--- config.mk ---
export PLATFORM = sky130hd
export DESIGN_NAME = spi_slave_4mb
export DESIGN_NICKNAME = d
export VERILOG_FILES = /design/src/rtl/spi_slave_4mb.sv
export SDC_FILE = /design/constraint.sdc
export NUM_CORES = 1
export LEC_CHECK = 0
export ABC_AREA = 0
export BUFFER_PORTS_ARGS = -buffer_cell sky130_fd_sc_hd__buf_2
export CORE_ASPECT_RATIO = 1.4
export CORE_UTILIZATION = 56
export DETAILED_ROUTE_END_ITERATION = 12
export PLACE_DENSITY_LB_ADDON = 0.08
export SYNTH_ARGS = -nofsm -noshare
export SYNTH_HDL_FRONTEND = slang
export SYNTH_SLANG_ARGS = --single-unit
export TNS_END_PERCENT = 100
--- constraint.sdc ---
create_clock -name clk_100m -period 3.45 [get_ports clk_100m]
set_input_delay 0.345 -clock clk_100m [delete_from_list [all_inputs] [get_ports clk_100m]]
set_output_delay 0.345 -clock clk_100m [all_outputs]
set_load 0.02 [all_outputs]
--- src/rtl/spi_slave_4mb.sv ---
// SPI mode-0 slave front-end for the register bank: decodes 56-bit CMD/ADDR/DATA
// frames into a write strobe or a read request, and shifts read data out on MISO.
module spi_slave_4mb #(
  parameter int          SYNC_STAGES = 2,
  parameter int          READ_LAT    = 2,
  parameter logic [7:0]  CMD_WRITE   = 8'h02,
  parameter logic [7:0]  CMD_READ    = 8'h03
) (
  input  logic        clk_100m,
  input  logic        rst_n_syn,
  input  logic        spi_sclk,
  input  logic        spi_cs_n,
  input  logic        spi_mosi,
  output logic        spi_miso,
  output logic        spi_miso_oe,
  output logic [15:0] addr,
  output logic [31:0] data_mosi,
  output logic        data_mosi_rdy,
  output logic        rd_req,
  input  logic [31:0] data_miso,
  output logic        frame_err
);

  typedef enum logic [2:0] {ST_IDLE, ST_CMD, ST_ADDR, ST_DATA, ST_WAIT_CS} state_e;

  logic [SYNC_STAGES-1:0] sclk_sync_q, cs_sync_q, mosi_sync_q;
  logic sclk_prev_q, cs_prev_q;
  logic sclk_s, cs_s, mosi_s, sclk_rise, sclk_fall, cs_fall;

  state_e        state_q, state_d;
  logic [5:0]    cnt_q, cnt_d, cnt_nxt;
  logic [31:0]   shift_q, shift_d, shift_nxt;
  logic [31:0]   tx_q, tx_d;
  logic [31:0]   data_q, data_d;
  logic [15:0]   addr_q, addr_d;
  logic          rd_frame_q, rd_frame_d;
  logic          rd_pend_q, rd_pend_d;
  logic          rd_req_q;
  logic          rdy_q, rdy_d;
  logic          err_q, err_d;
  logic          oe_q, oe_d;
  logic [READ_LAT-1:0] rd_pipe_q;

  assign sclk_s    = sclk_sync_q[SYNC_STAGES-1];
  assign cs_s      = cs_sync_q[SYNC_STAGES-1];
  assign mosi_s    = mosi_sync_q[SYNC_STAGES-1];
  assign sclk_rise = sclk_s & ~sclk_prev_q;
  assign sclk_fall = ~sclk_s & sclk_prev_q;
  assign cs_fall   = ~cs_s & cs_prev_q;

  always_comb begin
    state_d    = state_q;
    cnt_d      = cnt_q;
    shift_d    = shift_q;
    addr_d     = addr_q;
    data_d     = data_q;
    rd_frame_d = rd_frame_q;
    rd_pend_d  = 1'b0;
    rdy_d      = 1'b0;
    err_d      = 1'b0;
    shift_nxt  = {shift_q[30:0], mosi_s};
    cnt_nxt    = cnt_q + 6'd1;
    case (state_q)
      ST_IDLE: if (cs_fall) begin
        state_d    = ST_CMD;
        cnt_d      = '0;
        shift_d    = '0;
        rd_frame_d = 1'b0;
      end
      ST_CMD, ST_ADDR, ST_DATA: begin
        // A rise wins over a simultaneous deselect so a frame ending on bit 56 completes.
        if (sclk_rise) begin
          cnt_d   = cnt_nxt;
          shift_d = shift_nxt;
          if (state_q == ST_CMD && cnt_nxt == 6'd8) begin
            if (shift_nxt[7:0] == CMD_WRITE) begin
              state_d = ST_ADDR;
            end else if (shift_nxt[7:0] == CMD_READ) begin
              state_d    = ST_ADDR;
              rd_frame_d = 1'b1;
            end else begin
              state_d = ST_WAIT_CS;
              err_d   = 1'b1;
            end
          end else if (state_q == ST_ADDR && cnt_nxt == 6'd24) begin
            state_d   = ST_DATA;
            addr_d    = shift_nxt[15:0];
            rd_pend_d = rd_frame_q;
          end else if (state_q == ST_DATA && cnt_nxt == 6'd56) begin
            state_d = ST_WAIT_CS;
            if (!rd_frame_q) begin
              data_d = shift_nxt;
              rdy_d  = 1'b1;
            end
          end
        end else if (cs_s) begin
          state_d = ST_IDLE;
          err_d   = (cnt_q != 6'd0);
        end
      end
      ST_WAIT_CS: if (cs_s) state_d = ST_IDLE;
      default: state_d = ST_IDLE;
    endcase

    // The fall right after bit 24 must not shift: TX[31] is the first data bit.
    tx_d = tx_q;
    if (rd_pipe_q[READ_LAT-1])
      tx_d = data_miso;
    else if (sclk_fall && state_q == ST_DATA && cnt_q > 6'd24)
      tx_d = {tx_q[30:0], 1'b0};

    oe_d = (state_d == ST_DATA) && rd_frame_d;
  end

  always_ff @(posedge clk_100m or negedge rst_n_syn) begin
    if (!rst_n_syn) begin
      sclk_sync_q <= '0;
      mosi_sync_q <= '0;
      cs_sync_q   <= '1;
      sclk_prev_q <= 1'b0;
      cs_prev_q   <= 1'b1;
      state_q     <= ST_IDLE;
      cnt_q       <= '0;
      shift_q     <= '0;
      tx_q        <= '0;
      addr_q      <= '0;
      data_q      <= '0;
      rd_frame_q  <= 1'b0;
      rd_pend_q   <= 1'b0;
      rd_req_q    <= 1'b0;
      rdy_q       <= 1'b0;
      err_q       <= 1'b0;
      oe_q        <= 1'b0;
      rd_pipe_q   <= '0;
    end else begin
      sclk_sync_q <= {sclk_sync_q[SYNC_STAGES-2:0], spi_sclk};
      mosi_sync_q <= {mosi_sync_q[SYNC_STAGES-2:0], spi_mosi};
      cs_sync_q   <= {cs_sync_q[SYNC_STAGES-2:0], spi_cs_n};
      sclk_prev_q <= sclk_s;
      cs_prev_q   <= cs_s;
      state_q     <= state_d;
      cnt_q       <= cnt_d;
      shift_q     <= shift_d;
      tx_q        <= tx_d;
      addr_q      <= addr_d;
      data_q      <= data_d;
      rd_frame_q  <= rd_frame_d;
      rd_pend_q   <= rd_pend_d;
      rd_req_q    <= rd_pend_q;
      rdy_q       <= rdy_d;
      err_q       <= err_d;
      oe_q        <= oe_d;
      rd_pipe_q[0] <= rd_req_q;
      for (int i = 1; i < READ_LAT; i++) rd_pipe_q[i] <= rd_pipe_q[i-1];
    end
  end

  assign spi_miso_oe   = oe_q;
  assign spi_miso      = oe_q & tx_q[31];
  assign addr          = addr_q;
  assign data_mosi     = data_q;
  assign data_mosi_rdy = rdy_q;
  assign rd_req        = rd_req_q;
  assign frame_err     = err_q;

endmodule

## Word level (Yosys, flattened, before mapping)

Cells that the tools add are included.

| storage, ports and cells | value |
|---|---|
| word-level logic and storage cells | 95 |
| bits of input ports | 37 |
| bits in registers | 136 |
| output and inout port bits | 53 |

| cells by class | value |
|---|---|
| multiplexer cells | 39 |
| $add $sub $neg | 1 |
| reductions and logical operators | 14 |
| equality and inequality tests | 12 |
| order comparisons | 1 |
| bitwise logic cells | 10 |

Operators by type and width:

| operator | count |
|---|---|
| $mux W32 | 2 |
| $mux W31 | 2 |
| $pmux W31 S2 | 1 |
| $mux W3 | 8 |
| $mux W1 | 21 |
| $eq A8 B2 Y1 const B | 2 |
| $mux W6 | 2 |
| $pmux W6 S2 | 1 |
| $eq A3 B2 Y1 const B | 3 |
| $pmux W3 S3 | 1 |
| $add A6 B1 Y6 const B | 1 |
| $eq A6 B4 Y1 const B | 1 |
| $eq A6 B5 Y1 const B | 1 |
| $eq A6 B6 Y1 const B | 1 |
| $gt A6 B5 Y1 const B | 1 |
| $logic_and A1 B1 Y1 | 6 |
| $not A1 Y1 | 6 |
| $reduce_and A6 Y1 | 1 |
| $reduce_bool A6 Y1 | 1 |
| $and A1 B1 Y1 | 4 |
| $ne A2 B2 Y1 const B | 2 |
| $reduce_and A4 Y1 | 1 |
| $reduce_bool A2 Y1 | 2 |
| $eq A3 B1 Y1 const B | 1 |
| other kinds (5) | 5 |

## Longest topological paths before layout

| depth | value |
|---|---|
| depth after elaboration | 10 |
| mapped depth | 8 |

## Worst setup path before layout

OpenSTA, ideal clock, no wires.

| path | value |
|---|---|
| kind | reg-to-reg |
| start | register cnt_q[0] |
| end | register data_q[10], in the netlist data_mosi[10] |
| buffers on the path | 1 |
| required time | 3.325 ns |
| data arrival time | 2.399 ns |
| setup slack | 0.926 ns |
| cell stages (with the launch flop) | 9 |
| path through | dfrtp_1 ha_1 or2_2 o21ai_0 a21oi_1 or4_4 nor3_4 buf_6 mux2_2 |

| on the way | value |
|---|---|
| longest elaborated chain between the ends | 5 |

RTL lines:

| element | RTL line | source |
|---|---|---|
| start: declaration | 31 | `logic [5:0] cnt_q, cnt_d, cnt_nxt;` |
| start signal: assignment | 142 | `cnt_q <= cnt_d;` |
| $add A6 B1 Y6 (*) | 62 | `cnt_nxt = cnt_q + 6'd1;` |
| $eq A6 B5 Y1 / $eq A6 B4 Y1 (equally long branches) | 85, 75 |  |
| $logic_and A1 B1 Y1 (on tied branches) | 85, 75 |  |
| $not A1 Y1 (no line) | n/a |  |
| $reduce_and A6 Y1 (no line) (*) | n/a |  |
| end signal: assignment | 146 | `data_q <= data_d;` |
| end: declaration | 34 | `logic [31:0] data_q, data_d;` |

Mark *: on every way between the ends. The rest lies on a longest branch, timed or not.
A chain may end at the register's enable or synchronous reset.

## Worst setup path after layout

| path | value |
|---|---|
| start | register cnt_q[0] |
| end | register data_q[0], in the netlist data_mosi[0] |

The elaborated chain is that of the path after synthesis.

==> flow_metrics.tcl <==
set metrics [dict create \
    synth_area_sq_um 5560 \
    worst_slack_ps 597 \
    clockBufferDepth 2 \
    cts_buffers 17 \
    core_area_sq_um 9560 \
    die_y_um 120 \
    syn_nets 476 \
    antenna_cells 0 \
    cts_max_level 4 \
    power_frac_comb 0.034 \
    firstDrtPassIters 5 \
    wl_per_cell_um 16.3 \
    worst-path-max-fanout 32 \
    cp_slowest_cell "or4_4" \
    min_path_type "in2reg" \
    drive_above_1_share 0.346 \
    hold_viol 0 \
    finalMaxSlewViolations 0 \
    multi_input_area_sq_um 2010 \
    max_stage_delay_ps 520 \
    fin_crit_sh 0.827 \
    power_density_nw_per_um2 545 \
    crit_path_end_kind "flip-flop" \
    vdd_drop_max_v 0.000486 \
    cts_setup_buffers 0 \
    cp.required_ps 3740 \
    dp.cells 640 \
    syn_inst 436 \
    min_period_ps 2850 \
    met3_usage 0.0674 \
    cap_violations 0 \
    fin_skew_ps 9.25 \
    syn_to_final_growth_pct 21.4 \
    via_per_inst 5.54 \
    p_total_mw 3.68 \
    drtIter0Drc 175 \
    final_common_cell "dfrtp_1" \
    vias 3722 \
    ys_seq_area_frac 0.613 \
    grt_setup_unrepaired "no" \
    p_sw_frac 0.215 \
    cts.reportedPaths.clkPinSlew_ps 60 \
    busiest_layer "met2" \
    setup_viol 0 \
    synthFlopType "dfrtp_1" \
    cts_tree "yes" \
    ys_ff_latch 136 \
    hpwlAfterDp_um 6840 \
    die_w_um 86.2 \
    grt_pass1_vias 3821 \
    grt_overflow 0 \
    antenna_found_initial 0 \
    met1_usage 0.284 \
    ys_types 46 \
    critPathTopFamily "simple AND/OR/NAND/NOR gates" \
    wl_um 11000 \
    clk_latency_ps 410 \
    place_congestion 0.854 \
    start_util 0.581 \
    grt_max_degree 120 \
    cts_hold_buffers 0 \
    setup.worst_path.start_class "flip-flop" \
    dieArea_sq_um 10300 \
    cts_resized 0 \
    p_int_mw 2.89 \
    numClockSinks 136 \
    path_cells "ha_1, or2_2, o21ai_0, a21oi_1, or4_4, nor3_4, buf_4, mux2_2" \
    cp_num_buf_inv 1 \
    status "complete, no violations" \
    synth_edf_count 0 \
    maxSlewHeadroom 0.303 \
    netSwitchingPower_uw 792 \
    io_pins 90 \
    tns_ps 0 \
    post-place-ws_ps 606 \
    rows 42 \
    seqCellArea_sq_um 3410 \
    p_clk_frac 0.522 \
    critical_path_class "reg2reg" \
    maxClockFrequency_ghz 0.350 \
    grt_pass1_wl_um 18400 \
    p_leak_nw 3.18 \
    critical_path_arrival_ps 3140 \
    fillers 711 \
    drc 0 \
    pwr-share-seq 0.445 \
    clock-root-buffer "clkbuf_16" \
    syn_area_per_cell_sq_um 12.7 \
    yosysWarnings 0 \
    met2_usage 0.395 \
    final_cell_mix "dfrtp_1 (133), buf_2 (88), nand2_1 (47)" \
    antenna_violating_nets_post_route 0 \
    layoutNonFillerInstCount 672 \
    grt_usage 0.237 \
    nets 567 \
    tightestPinTransition_ps 1050 \
    portBuffers 89 \
    async_reset_ff_frac 1.00 \
]
[worst register-to-register path: cells and delay by family (launching register included)]
kind            cells  cell delay, ps
simple gates        3             950
compound gates      2             210
flops               1             460
mux                 1             410
buf+inv             1             410
fa+ha+maj           1             300
[through the flow]
| step | hold WS, ps | instance area (sq um) | utilization |
|---|---|---|---|
| after floorplan | 49.4 | 5560 | - |
| after global placement | 334 | 6110 | 0.639 |
| after detailed placement | 336 | 6110 | 0.639 |
| after CTS | 18.5 | 6750 | 0.705 |
| after global routing | 22.6 | 6750 | 0.705 |
| final | 34.2 | 6750 | 0.705 |
[kinds of logic (layout without fill, tap and decap cells)]
group,count (synthesis),in the layout,share of synthesized area
AO/OA/AOI/OAI,88,88,0.106
XOR/XNOR,2,2,0.00315
adder cells (fa/ha/maj),3,3,0.00676
buffers and inverters,29,133,0.0263
flip-flops,136,136,0.613
multiplexers,80,80,0.155
AND/OR/NAND/NOR,98,98,0.0892
[registers in the layout, indices dropped and copies added, names as in the netlist]
signal	count
sclk_sync_q	2
addr	16
frame_err	1
rd_req	1
state_q	3
tx_q	32
data_mosi_rdy	1
data_mosi	32
rd_frame_q	1
rd_pend_q	1
sclk_prev_q	1
cs_prev_q	1
cnt_q	6
mosi_sync_q	2
spi_miso_oe	1
shift_q	31
rd_pipe_q	2
cs_sync_q	2
[synthesized netlist by cell type (2+ instances only)]
cell type | count | share of area
buf_2 | 3 | 0.0027
nand3_1 | 5 | 0.0045
xnor2_1 | 2 | 0.0032
a211oi_1 | 2 | 0.0027
a22o_1 | 32 | 0.050
nor2b_1 | 2 | 0.0023
mux2i_1 | 31 | 0.056
dfstp_2 | 3 | 0.014
o21ai_0 | 43 | 0.039
mux2_2 | 45 | 0.091
buf_6 | 4 | 0.0081
clkbuf_1 | 16 | 0.011
and3_1 | 3 | 0.0034
nor2_1 | 11 | 0.0074
a21oi_1 | 2 | 0.0018
nand3b_1 | 3 | 0.0041
mux2_1 | 4 | 0.0081
nand2_1 | 47 | 0.032
or2_2 | 2 | 0.0023
nand2b_1 | 5 | 0.0056
or4_1 | 2 | 0.0027
nor3_1 | 4 | 0.0036
dfrtp_1 | 133 | 0.60
ha_1 | 3 | 0.0068
inv_1 | 4 | 0.0027
o22ai_1 | 3 | 0.0034
and2_1 | 3 | 0.0034
[power groups by stage]
stage               sequential [mW]  clock (mW)  combinational (mW)
floorplan                      1.66           0              0.0540
global placement               1.66           0               0.124
detailed placement             1.66           0               0.126
CTS                            1.63        1.96               0.127
global route                   1.64        2.02               0.140
finish                         1.63        1.92               0.124
[layer usage]
layer	up-vias	wire length, um
li1	1750	-
met3	20	481
met4	0	213
met1	1857	4570
met2	95	5710
met5	-	0
[path summary, 6_finish.rpt]
path | to | start | slack [ps] | depth (start not counted)
worst max-delay path | data_mosi[0] | cnt_q[0] | 600 | 8
worst max register to register | data_mosi[0] | cnt_q[0] | 600 | 8
worst min-delay path | mosi_sync_q[0] | spi_mosi | 30 | 1
max in group asynchronous | data_mosi[28] | rst_n_syn | 2490 | 2
worst min register to register | rd_pipe_q[1] | rd_pipe_q[0] | 350 | 0
min in group asynchronous | tx_q[15] | rst_n_syn | 80 | 1
[final cells by class]
class	count	area share
Clock inverter	14	0.0291
Inverter	4	0.00223
Timing Repair Buffer	97	0.0759
Clock buffer	18	0.0651
Multi-Input combinational cell	271	0.298
Tap cell	132	0.0245
Sequential cell	136	0.505
No activity file was read; power rests on OpenSTA's default activity.
